### config.mk
export PLATFORM = sky130hd
export DESIGN_NAME = sal_rw_arbiter
export DESIGN_NICKNAME = d
export VERILOG_FILES = /design/src/rtl/sal_rw_arbiter.sv
export SDC_FILE = /design/constraint.sdc
export NUM_CORES = 1
export LEC_CHECK = 0
export ABC_CLOCK_PERIOD_IN_PS = 8100
export BUFFER_PORTS_ARGS = -buffer_cell sky130_fd_sc_hd__buf_2
export CORE_UTILIZATION = 40
export CTS_CLUSTER_DIAMETER = 40
export DETAILED_ROUTE_END_ITERATION = 10
export PLACE_DENSITY = 0.7
export SLEW_MARGIN = 20
export SYNTH_ARGS = -nofsm -noshare
export SYNTH_HDL_FRONTEND = slang
export SYNTH_SLANG_ARGS = --single-unit
### constraint.sdc
create_clock -name clk -period 8.1 [get_ports clk]
set_input_delay 1.62 -clock clk [delete_from_list [all_inputs] [get_ports clk]]
set_output_delay 1.62 -clock clk [all_outputs]
set_load 0.1 [all_outputs]
### src/rtl/sal_rw_arbiter.sv
// sal_rw_arbiter
//   Chooses the data-bus direction between the AXI read (AR) and write (AW)
//   request streams and forwards one registered command per cycle to the
//   DDR2 command scheduler. Reads have priority. Write mode is forced once
//   enough writes pile up (WR_HI) and left once they drain (WR_LO) or a
//   read has waited too long (STARVE_MAX). Every direction change inserts
//   at least TURN idle cycles so DQ turnaround is paid in one lump.
//
// Ports
//   clk, rst_n        clock; asynchronous active-high reset
//   rd_*              read request stream (valid/ready, addr, id, len)
//   wr_*              write request stream (valid/ready, addr, id, len)
//   wr_pend_cnt       writes buffered upstream, head included
//   cmd_*             registered command stream to the scheduler
//   mode_write        direction is write (WRITE or TURN_TO_WR)
//   turn_busy         a turnaround is in progress
module sal_rw_arbiter #(
  parameter int ADDR_W     = 32,
  parameter int ID_W       = 4,
  parameter int LEN_W      = 4,
  parameter int CNT_W      = 4,
  parameter int WR_HI      = 6,
  parameter int WR_LO      = 2,
  parameter int STARVE_MAX = 16,
  parameter int TURN       = 2
) (
  input  logic              clk,
  input  logic              rst_n,
  input  logic              rd_valid,
  output logic              rd_ready,
  input  logic [ADDR_W-1:0] rd_addr,
  input  logic [ID_W-1:0]   rd_id,
  input  logic [LEN_W-1:0]  rd_len,
  input  logic              wr_valid,
  output logic              wr_ready,
  input  logic [ADDR_W-1:0] wr_addr,
  input  logic [ID_W-1:0]   wr_id,
  input  logic [LEN_W-1:0]  wr_len,
  input  logic [CNT_W-1:0]  wr_pend_cnt,
  output logic              cmd_valid,
  input  logic              cmd_ready,
  output logic              cmd_write,
  output logic [ADDR_W-1:0] cmd_addr,
  output logic [ID_W-1:0]   cmd_id,
  output logic [LEN_W-1:0]  cmd_len,
  output logic              mode_write,
  output logic              turn_busy
);

  typedef enum logic [1:0] {
    ST_READ       = 2'd0,
    ST_TURN_TO_WR = 2'd1,
    ST_WRITE      = 2'd2,
    ST_TURN_TO_RD = 2'd3
  } state_t;

  localparam int SC_W = $clog2(STARVE_MAX + 1);
  localparam logic [SC_W-1:0]  STARVE_SAT = SC_W'(STARVE_MAX);
  localparam logic [CNT_W-1:0] WR_HI_C    = CNT_W'(WR_HI);
  localparam logic [CNT_W-1:0] WR_LO_C    = CNT_W'(WR_LO);
  localparam logic [3:0]       TURN_C     = 4'(TURN);

  state_t            state_reg, state_next;
  logic [3:0]        turn_cnt_reg, turn_cnt_next;
  logic [SC_W-1:0]   starve_cnt_reg, starve_cnt_next;

  logic              cmd_valid_reg;
  logic              cmd_write_reg;
  logic [ADDR_W-1:0] cmd_addr_reg;
  logic [ID_W-1:0]   cmd_id_reg;
  logic [LEN_W-1:0]  cmd_len_reg;

  logic slot_free;
  logic sw_to_wr;
  logic sw_to_rd;
  logic rd_hs;
  logic wr_hs;
  logic turn_done;
  logic [3:0] turn_dec;

  // The output register can take a new command if it is empty or its
  // current command is leaving this cycle.
  assign slot_free = ~cmd_valid_reg | cmd_ready;

  assign sw_to_wr = (state_reg == ST_READ) &
                    ((wr_pend_cnt >= WR_HI_C) | (~rd_valid & wr_valid));

  // Starvation is checked independently of WR_HI so a saturated read wait
  // always wins over a deep write backlog.
  assign sw_to_rd = (state_reg == ST_WRITE) & rd_valid &
                    ((wr_pend_cnt <= WR_LO_C) |
                     (starve_cnt_reg == STARVE_SAT) |
                     ~wr_valid);

  // A pending switch beats a free slot: the request waits for the new mode.
  assign rd_ready = ~rst_n & (state_reg == ST_READ)  & slot_free & ~sw_to_wr;
  assign wr_ready = ~rst_n & (state_reg == ST_WRITE) & slot_free & ~sw_to_rd;

  assign rd_hs = rd_valid & rd_ready;
  assign wr_hs = wr_valid & wr_ready;

  assign turn_dec = (turn_cnt_reg == 4'd0) ? 4'd0 : turn_cnt_reg - 4'd1;

  // Leave a turnaround state on the edge where the counter reaches zero,
  // giving exactly TURN idle cycles, but only once the last command of the
  // old direction has left the output register.
  assign turn_done = (turn_cnt_reg <= 4'd1) & ~cmd_valid_reg;

  always_comb begin
    state_next    = state_reg;
    turn_cnt_next = turn_cnt_reg;
    case (state_reg)
      ST_READ: begin
        if (sw_to_wr) begin
          state_next    = ST_TURN_TO_WR;
          turn_cnt_next = TURN_C;
        end
      end
      ST_TURN_TO_WR: begin
        turn_cnt_next = turn_dec;
        if (turn_done) begin
          state_next = ST_WRITE;
        end
      end
      ST_WRITE: begin
        if (sw_to_rd) begin
          state_next    = ST_TURN_TO_RD;
          turn_cnt_next = TURN_C;
        end
      end
      ST_TURN_TO_RD: begin
        turn_cnt_next = turn_dec;
        if (turn_done) begin
          state_next = ST_READ;
        end
      end
      default: begin
        state_next    = ST_READ;
        turn_cnt_next = 4'd0;
      end
    endcase
  end

  always_comb begin
    starve_cnt_next = starve_cnt_reg;
    if (rd_hs || ((state_next == ST_READ) && (state_reg != ST_READ))) begin
      starve_cnt_next = '0;
    end else if (rd_valid && (state_reg != ST_READ) &&
                 (starve_cnt_reg != STARVE_SAT)) begin
      starve_cnt_next = starve_cnt_reg + 1'b1;
    end
  end

  always_ff @(posedge clk or posedge rst_n) begin
    if (rst_n) begin
      state_reg      <= ST_READ;
      turn_cnt_reg   <= 4'd0;
      starve_cnt_reg <= '0;
    end else begin
      state_reg      <= state_next;
      turn_cnt_reg   <= turn_cnt_next;
      starve_cnt_reg <= starve_cnt_next;
    end
  end

  // Command output register. Only one of rd_hs / wr_hs can be true since
  // the two ready signals are tied to mutually exclusive states.
  always_ff @(posedge clk or posedge rst_n) begin
    if (rst_n) begin
      cmd_valid_reg <= 1'b0;
      cmd_write_reg <= 1'b0;
      cmd_addr_reg  <= '0;
      cmd_id_reg    <= '0;
      cmd_len_reg   <= '0;
    end else if (rd_hs) begin
      cmd_valid_reg <= 1'b1;
      cmd_write_reg <= 1'b0;
      cmd_addr_reg  <= rd_addr;
      cmd_id_reg    <= rd_id;
      cmd_len_reg   <= rd_len;
    end else if (wr_hs) begin
      cmd_valid_reg <= 1'b1;
      cmd_write_reg <= 1'b1;
      cmd_addr_reg  <= wr_addr;
      cmd_id_reg    <= wr_id;
      cmd_len_reg   <= wr_len;
    end else if (cmd_ready) begin
      cmd_valid_reg <= 1'b0;
    end
  end

  assign cmd_valid  = cmd_valid_reg;
  assign cmd_write  = cmd_write_reg;
  assign cmd_addr   = cmd_addr_reg;
  assign cmd_id     = cmd_id_reg;
  assign cmd_len    = cmd_len_reg;

  assign mode_write = (state_reg == ST_WRITE) | (state_reg == ST_TURN_TO_WR);
  assign turn_busy  = (state_reg == ST_TURN_TO_WR) | (state_reg == ST_TURN_TO_RD);

endmodule

==> results.sh, run 1 <==
export IMPL_outcome="completed"
export IMPL_cp_required_ns=6.48
export IMPL_worst_path_buf_inv=5
export IMPL_clk_pin_slew_ns=0.09
export IMPL_ys_types=45
export IMPL_largest_reg_flops=32
export IMPL_postLayoutCellArea_sq_um=3730
export IMPL_die_h_um=87.7
export IMPL_track_usage_pct=22.3
export IMPL_coreArea_sq_um=6940
export IMPL_ant_nets=0
export IMPL_crit_fanout=56
export IMPL_postSynthAreaPerCell_sq_um=8.96
export IMPL_min_period_over_period_pct=61.7
export IMPL_hp_class="register to register"
export IMPL_die_area_sq_um=7690
export IMPL_drc=0
export IMPL_grt_pass1_vias=2817
export IMPL_fin_worst_skew_ns=0.00713
export IMPL_pin_count=135
export IMPL_cts_resized=0
export IMPL_start_kind="input port"
export IMPL_synth_ff_type="dfrtp_1"
export IMPL_synth_area_top_cells="dfrtp_1, a31oi_1, nor3_1, nand3_1, o21ai_0"
export IMPL_path_delay_family="buffers and inverters"
export IMPL_syn_area_sq_um=2940
export IMPL_critPathArrivalTime_ns=3.38
export IMPL_cts_buffers=5
export IMPL_synthTopCellsByCount="dfrtp_1, nor3_1, nand3_1, a31oi_1, o21ai_0"
export IMPL_syn_num_nets=424
export IMPL_clock_sinks=53
export IMPL_diodes=0
export IMPL_slew_violations=0
export IMPL_synth_top_area_share_pct=45.1
export IMPL_ys_warn_count=0
export IMPL_antenna_found_initial=0
export IMPL_wl_um=8560
export IMPL_ys_ff_latch=53
export IMPL_async_flop_share_pct=100
export IMPL_clockBufferDepth=2
export IMPL_h_tree_depth=2
export IMPL_ctsHoldBuffers=0
export IMPL_final_cells=540
export IMPL_drive_gt1_share_pct=35.6
export IMPL_grt_overflow=0
export IMPL_crit_chain="buf_2 > inv_2 > buf_4 > nand2_1 > buf_4 > nor2b_1 > buf_2"
export IMPL_drt_iter0_drc=217
export IMPL_tightest_slew_ns=0.693
export IMPL_period_minus_slack_ns=5.00
export IMPL_finalHoldViolCount=0
export IMPL_yosysSeqAreaShare_pct=45.1
export IMPL_firstDrtPassIters=4
export IMPL_synthCells=328
export IMPL_endpoint_kind="output pin"
export IMPL_setup_tns_ns=0
export IMPL_rsz0062_at_grt="no"
export IMPL_nets=540
export IMPL_yosysMostFrequentCell="dfrtp_1"
export IMPL_gp_congestion=0.820
export IMPL_yosysTopAreaCell="dfrtp_1"
export IMPL_setup_viol=0
export IMPL_crit_path_top_delay_cell="buf_4"
export IMPL_cpPeakStageDelay_ns=0.53
export IMPL_critPathKind="input port to output pin"
export IMPL_tritoncts="done"
export IMPL_dp_cells=532
export IMPL_area_delta_synth_final_pct=26.8
export IMPL_drv_cap=0
export IMPL_place_detailed_hpwl_um=5880
export IMPL_rows=30
export IMPL_vias_per_cell=5.62
export IMPL_initial_utilization_pct=42.3
export IMPL_portBuffers=134
export IMPL_die_width_um=87.7
export IMPL_clk_latency_ns=0.30
export IMPL_grt_pass1_wl_um=13400
export IMPL_cts_setup_buffers=0
export IMPL_grt_max_degree=57
export IMPL_slew_headroom_pct=53.8
export IMPL_vias=3037
export IMPL_cts_root_buf="clkbuf_8"
export IMPL_placedInstanceArea_sq_um=3610
export IMPL_clock_fmax_ghz=0.200
export IMPL_synth_edff_count=0
export IMPL_wire_per_inst_um=15.9
==> logic make-up after synthesis <==
family / after synthesis / share of synthesized area [%]
fa+ha+maj: 7 / 2.98
mux: 2 / 0.851
simple gates: 115 / 20.4
compound gates: 103 / 22.0
flops: 53 / 45.1
xor+xnor: 4 / 1.19
buf+inv: 44 / 7.45
==> cells in the final DEF, fill, tap and decap left out, types with 2 or more instances in the layout <==
cell,synthesis,final
nand2_1,4,4
nor3b_1,2,2
and4_1,2,2
ha_1,7,7
buf_2,13,134
a21oi_1,4,4
xor2_1,2,2
o21ai_0,31,31
nand3_1,43,43
nand2b_1,2,2
o2bb2ai_1,2,2
clkbuf_8,0,6
buf_4,2,7
o21ai_1,10,10
nor3_1,47,47
a211oi_2,2,2
xnor2_1,2,2
inv_1,11,10
nor2_1,7,7
a211oi_1,2,2
dfrtp_1,53,53
a31oi_1,40,40
==> routing by layer <==
| layer | global-route usage (%) | up-vias | wire, um |
|---|---|---|---|
| li1 | - | 1444 | - |
| met1 | 28.7 | 1452 | 3800 |
| met2 | 38.1 | 130 | 4150 |
| met3 | 3.86 | 11 | 481 |
| met4 | 7.00 | 0 | 128 |
| met5 | 0 | - | 0 |
==> worst register-to-register path, stage by stage, from the launching register on <==
cell     delay [ns]
dfrtp_1        0.41
inv_1          0.13
ha_1           0.31
nand4_2        0.10
buf_4          0.39
or2_1          0.54
buf_4          0.39
a31oi_1        0.15
==> final timing paths <==
path | from | to | slack (ns) | cells past startpoint
max | rst_n | rd_ready | 3.10 | 7
min | cmd_write$_DFFE_PP0P_ | cmd_write$_DFFE_PP0P_ | 0.53 | 2
max reg2reg | state_reg[0]$_DFF_PP0_ | cmd_len[2]$_DFFE_PP0P_ | 5.56 | 7
min reg2reg | cmd_write$_DFFE_PP0P_ | cmd_write$_DFFE_PP0P_ | 0.53 | 2
max in group asynchronous | rst_n | cmd_addr[18]$_DFFE_PP0P_ | 6.14 | 3
min in group asynchronous | rst_n | cmd_addr[30]$_DFFE_PP0P_ | 1.49 | 3
==> through the flow <==
stage	util, %	setup slack [ns]	hold WS, ns
after floorplan	-	0.828	0.531
after global placement	52.0	3.08	0.497
after detailed placement	52.0	3.04	0.489
after CTS	53.3	3.05	0.528
after global routing	53.7	2.90	0.545
final	53.7	3.10	0.530
==> final cells by class <==
class | instances | area (sq um)
Clock buffer | 7 | 86.3
Fill cell | 667 | 3220
Inverter | 11 | 41.3
Multi-Input combinational cell | 231 | 1400
Sequential cell | 53 | 1330
Tap cell | 96 | 120
Timing Repair Buffer | 142 | 751
Power of run 1 is not shown: default switching activity piles up to over one toggle a cycle in this logic, so the estimate is an artifact.
==> inputs of run 2 (changes only) <==
Settings changed: ABC_CLOCK_PERIOD_IN_PS 8100 to 4980.
Clock period 8.1 ns to 4.98 ns, I/O delays scaled along.
==> run 2 against run 1 <==
Sequential share of layout area fell by 0.12 points; sequential cell count unchanged; die area did not move; count of clock-buffer cells in the layout down 1; core utilization increased by 0.18 points; non-clock buffer count unchanged; worst setup slack got worse by 1.4 ns; global-route usage is 0.63 points lower; clock skew is 0.0037 ns higher; first-iteration DRC count shrank 37%; wire length decreased by 2.5%; cell count increased by 0.19%.
==> results.sh, run 2 (same netlist as run 1, synthesis figures left out) <==
export IMPL_critPathKind="input port to output pin"
export IMPL_cts_root_buf="clkbuf_8"
export IMPL_nets=540
export IMPL_grt_overflow=0
export IMPL_hp_class="register to register"
export IMPL_largest_reg_flops=32
export IMPL_grt_pass1_wl_um=13000
export IMPL_finalHoldViolCount=0
export IMPL_period_minus_slack_ns=3.25
export IMPL_portBuffers=134
export IMPL_slew_headroom_pct=36.0
export IMPL_hold_path_depth=2
export IMPL_cts_buffers=5
export IMPL_drt_iter0_drc=137
export IMPL_diodes=0
export IMPL_tightest_slew_ns=0.960
export IMPL_grt_max_degree=56
export IMPL_r2r_cells=7
export IMPL_clock_sinks=53
export IMPL_tritoncts="done"
export IMPL_vias_per_cell=5.62
export IMPL_critPathArrivalTime_ns=2.26
export IMPL_drv_cap=0
export IMPL_antenna_found_initial=0
export IMPL_h_tree_depth=2
export IMPL_fin_worst_skew_ns=0.0109
export IMPL_setup_viol=0
export IMPL_clockBufferDepth=2
export IMPL_endpoint_kind="output pin"
export IMPL_firstDrtPassIters=4
export IMPL_start_kind="input port"
export IMPL_wl_um=8350
export IMPL_clk_latency_ns=0.31
export IMPL_coreArea_sq_um=6940
export IMPL_ctsHoldBuffers=0
export IMPL_die_width_um=87.7
export IMPL_drive_gt1_share_pct=36.0
export IMPL_die_h_um=87.7
export IMPL_cts_setup_buffers=0
export IMPL_wire_per_inst_um=15.4
export IMPL_utilization_pct=53.8
export IMPL_initial_utilization_pct=42.3
export IMPL_crit_fanout=4
export IMPL_outcome="completed"
export IMPL_slew_violations=0
export IMPL_gp_congestion=0.822
export IMPL_min_period_over_period_pct=65.4
export IMPL_dp_cells=532
export IMPL_final_common_cell="buf_2"
export IMPL_cp_required_ns=3.98
export IMPL_die_area_sq_um=7690
export IMPL_drc=0
export IMPL_rsz0062_at_grt="no"
export IMPL_vias=3043
export IMPL_rows=30
export IMPL_track_usage_pct=21.6
export IMPL_cts_resized=0
export IMPL_ant_nets=0
export IMPL_grt_pass1_vias=2776
export IMPL_area_delta_synth_final_pct=27.2
export IMPL_place_detailed_hpwl_um=5560
export IMPL_fin_ws_ns=1.73
export IMPL_place_ws_ns=1.70
export IMPL_clock_fmax_ghz=0.307
export IMPL_final_cells=541
export IMPL_pin_count=135
export IMPL_clk_pin_slew_ns=0.09
export IMPL_setup_tns_ns=0
export IMPL_mostFrequentLayoutCells="buf_2, dfrtp_1, nor3_1, nand3_1, a31oi_1"
## run 2: changes by cell type in the layout (fill, tap and decap cells not counted)
cell	previous run	this run
nor3b_4	0	1
clkinvlp_4	0	2
clkbuf_8	6	5
nor3b_1	2	1
## run 2: worst max-delay path: stages
cell and delay [ns]:
buf_2 0.12, a211oi_2 0.48, o31a_1 0.31, nor3b_4 0.07
buf_2 0.29
## run 2: path summary, 6_finish.rpt
kind	from	to	slack (ns)
max	wr_pend_cnt[1]	wr_ready	1.73
max in group asynchronous	rst_n	cmd_len[2]$_DFFE_PP0P_	3.64
max reg2reg	state_reg[0]$_DFF_PP0_	cmd_addr[22]$_DFFE_PP0P_	2.25
min	cmd_write$_DFFE_PP0P_	cmd_write$_DFFE_PP0P_	0.55
min reg2reg	cmd_write$_DFFE_PP0P_	cmd_write$_DFFE_PP0P_	0.55
min in group asynchronous	rst_n	cmd_addr[11]$_DFFE_PP0P_	0.89
## run 2: area by class of cell
class                      count  area, sq um
multi-input combinational    231         1410
inverter                      11         41.3
timing repair buffer         142          751
fill                         675         3210
clock buffer                   6         72.6
sequential                    53         1330
tap                           96          120
clock inverter                 2         15.0
## run 2: layer usage
layer	part of all wire, %	global-route usage (%)	routed length, um	up-vias
li1	-	-	-	1450
met1	45	27.1	3790	1461
met2	48	37.7	4020	119
met3	5.0	4.05	421	13
met4	1.4	6.86	120	0
met5	0	0	0	-
## run 2: metrics by stage
step           hold slack, ns  instance area [sq um]
3_5_place_dp            0.545                   3620
5_1_grt                 0.593                   3740
3_3_place_gp            0.534                   3620
4_1_cts                 0.570                   3710
6_report                0.553                   3740
2_1_floorplan           0.531                   2950
Power of run 2 is left out for the same reason.
==> inputs of run 3 (changes only) <==
Settings changed: ABC_AREA from default to 1, ABC_CLOCK_PERIOD_IN_PS 4980 to 2900, PLACE_DENSITY 0.7 to 0.73.
Clock period 4.98 ns to 2.9 ns, I/O delays scaled along.
==> run 3 against run 2 <==
Die area grew 1.3%; worst hold slack lost 0.095 ns; first-iteration DRC count shrank 29%; clock skew shrank 0.00095 ns; final area shrank 0.27%; count of clock-buffer cells in the layout is the same; non-clock buffer count shrank 3; sequential cell count is the same; worst setup slack lost 1.4 ns; register-to-register slack lost 1.6 ns; area after synthesis grew 1.3%.
==> results.sh, run 3 <==
export IMPL_ys_ff_latch=53
export IMPL_initial_utilization_pct=41.3
export IMPL_ys_warn_count=0
export IMPL_period_minus_slack_ns=2.57
export IMPL_drc=0
export IMPL_synth_edff_count=0
export IMPL_drt_iter0_drc=97
export IMPL_largest_reg_flops=32
export IMPL_fin_ws_ns=0.330
export IMPL_firstDrtPassIters=4
export IMPL_rsz0062_at_grt="no"
export IMPL_cpMostUsedCell="inv_1"
export IMPL_setup_tns_ns=0
export IMPL_endpoint_kind="output pin"
export IMPL_crit_chain="inv_1 > ha_1 > inv_1 > nor2_2 > inv_1 > nor2_1 > buf_2"
export IMPL_grt_pass1_wl_um=11000
export IMPL_place_detailed_hpwl_um=4870
export IMPL_yosysTopAreaCell="dfrtp_1"
export IMPL_final_cells=642
export IMPL_cp_required_ns=2.32
export IMPL_track_usage_pct=18.1
export IMPL_synth_area_top_cells="dfrtp_1, nand2_1, nand3_1, buf_6, ha_1"
export IMPL_h_tree_depth=2
export IMPL_slew_headroom_pct=43.0
export IMPL_drive_gt1_share_pct=28.4
export IMPL_vias=2941
export IMPL_clock_sinks=53
export IMPL_synth_ff_type="dfrtp_1"
export IMPL_wl_um=6830
export IMPL_die_width_um=88.3
export IMPL_postSynthAreaPerCell_sq_um=7.14
export IMPL_async_flop_share_pct=100
export IMPL_fin_worst_skew_ns=0.00991
export IMPL_dp_cells=634
export IMPL_cts_setup_buffers=0
export IMPL_syn_num_nets=513
export IMPL_nets=638
export IMPL_wire_per_inst_um=10.6
export IMPL_clk_pin_slew_ns=0.10
export IMPL_area_delta_synth_final_pct=25.2
export IMPL_cpPeakStageDelay_ns=0.43
export IMPL_pin_count=135
export IMPL_hp_class="input port to asynchronous set/reset pin"
export IMPL_grt_max_degree=43
export IMPL_clk_latency_ns=0.30
export IMPL_antenna_found_initial=0
export IMPL_start_kind="register"
export IMPL_cts_resized=0
export IMPL_mostFrequentLayoutCells="nand2_1, buf_2, dfrtp_1, nand3_1, nor2_1"
export IMPL_portBuffers=134
export IMPL_critPathArrivalTime_ns=1.99
export IMPL_rows=31
export IMPL_syn_area_sq_um=2980
export IMPL_clock_fmax_ghz=0.389
export IMPL_die_h_um=88.3
export IMPL_cts_buffers=5
export IMPL_crit_fanout=5
export IMPL_vias_per_cell=4.58
export IMPL_critPathKind="register to output pin"
export IMPL_ys_types=24
export IMPL_outcome="completed"
export IMPL_synthTopCellsByCount="nand2_1, dfrtp_1, nand3_1, nor2_1, inv_1"
export IMPL_coreArea_sq_um=7210
export IMPL_synthCells=417
export IMPL_finalHoldViolCount=0
export IMPL_synth_top_area_share_pct=44.5
export IMPL_place_ws_ns=0.648
export IMPL_yosysMostFrequentCell="nand2_1"
export IMPL_yosysSeqAreaShare_pct=44.5
export IMPL_die_area_sq_um=7790
export IMPL_grt_pass1_vias=2503
export IMPL_worst_path_buf_inv=4
export IMPL_ctsHoldBuffers=0
export IMPL_ant_nets=0
export IMPL_tightest_slew_ns=0.853
export IMPL_diodes=0
export IMPL_tritoncts="done"
export IMPL_drv_cap=0
export IMPL_clockBufferDepth=2
export IMPL_grt_overflow=0
export IMPL_slew_violations=0
export IMPL_path_delay_family="buffers and inverters"
export IMPL_final_common_cell="nand2_1"
export IMPL_setup_viol=0
export IMPL_crit_path_top_delay_cell="dfrtp_1"
export IMPL_min_period_over_period_pct=88.6
export IMPL_cts_root_buf="clkbuf_8"
export IMPL_gp_congestion=0.795
==> run 3: changes by cell type after synthesis, sizes merged, moves of 9 or more <==
cell	delta
clkbuf	-11
nand2	+224
inv	+9
nor2	+14
o21ai	-36
a31oi	-40
nor3	-47
==> run 3: cells by family (layout without fill, tap and decap cells) <==
group / Yosys count / after routing / synth area share (%)
AO/OA/AOI/OAI: 11 / 11 / 1.93
XOR/XNOR: 5 / 5 / 1.47
buffers and inverters: 41 / 167 / 8.15
flip-flops: 53 / 53 / 44.5
AND/OR/NAND/NOR: 300 / 300 / 41.0
adder cells (fa/ha/maj): 7 / 7 / 2.94
==> run 3: path summary, 6_finish.rpt <==
check                                         from                           to  slack (ns)  cells after the start
setup / recovery            state_reg[0]$_DFF_PP0_                     rd_ready        0.33                      7
hold / removal                               rst_n  turn_cnt_reg[2]$_DFFE_PP0P_        0.46                      2
setup reg to reg            state_reg[0]$_DFF_PP0_       cmd_len[2]$_DFFE_PP0P_        0.70                     10
hold reg to reg            cmd_addr[7]$_DFFE_PP0P_      cmd_addr[7]$_DFFE_PP0P_        0.51                      2
max in group asynchronous                    rst_n      cmd_addr[8]$_DFFE_PP0P_        1.78                      3
min in group clk           cmd_addr[7]$_DFFE_PP0P_      cmd_addr[7]$_DFFE_PP0P_        0.51                      2
==> run 3: stage by stage <==
stage / hold WS, ns / util [%] / instance area [sq um]
floorplan: 0.489 / - / 2980
global placement: 0.486 / 50.5 / 3640
detailed placement: 0.489 / 50.5 / 3640
CTS: 0.491 / 51.7 / 3730
global route: 0.531 / 51.7 / 3730
finish: 0.457 / 51.7 / 3730
==> run 3: area by class of cell <==
type	instances	area, sq um
Clock buffer	6	72.6
Clock inverter	2	13.8
Fill cell	744	3490
Inverter	20	75.1
Multi-Input combinational cell	323	1410
Sequential cell	53	1330
Tap cell	99	124
Timing Repair Buffer	139	708
==> run 3: routing by layer <==
metal  wire, um  track usage, %  vias to the layer above
met5          0               0                        -
met3        430            4.20                        6
met4         75            4.84                        0
met2       3190            31.0                      105
li1           -               -                     1531
met1       3140            23.2                     1299
Power of run 3 is left out for the same reason.
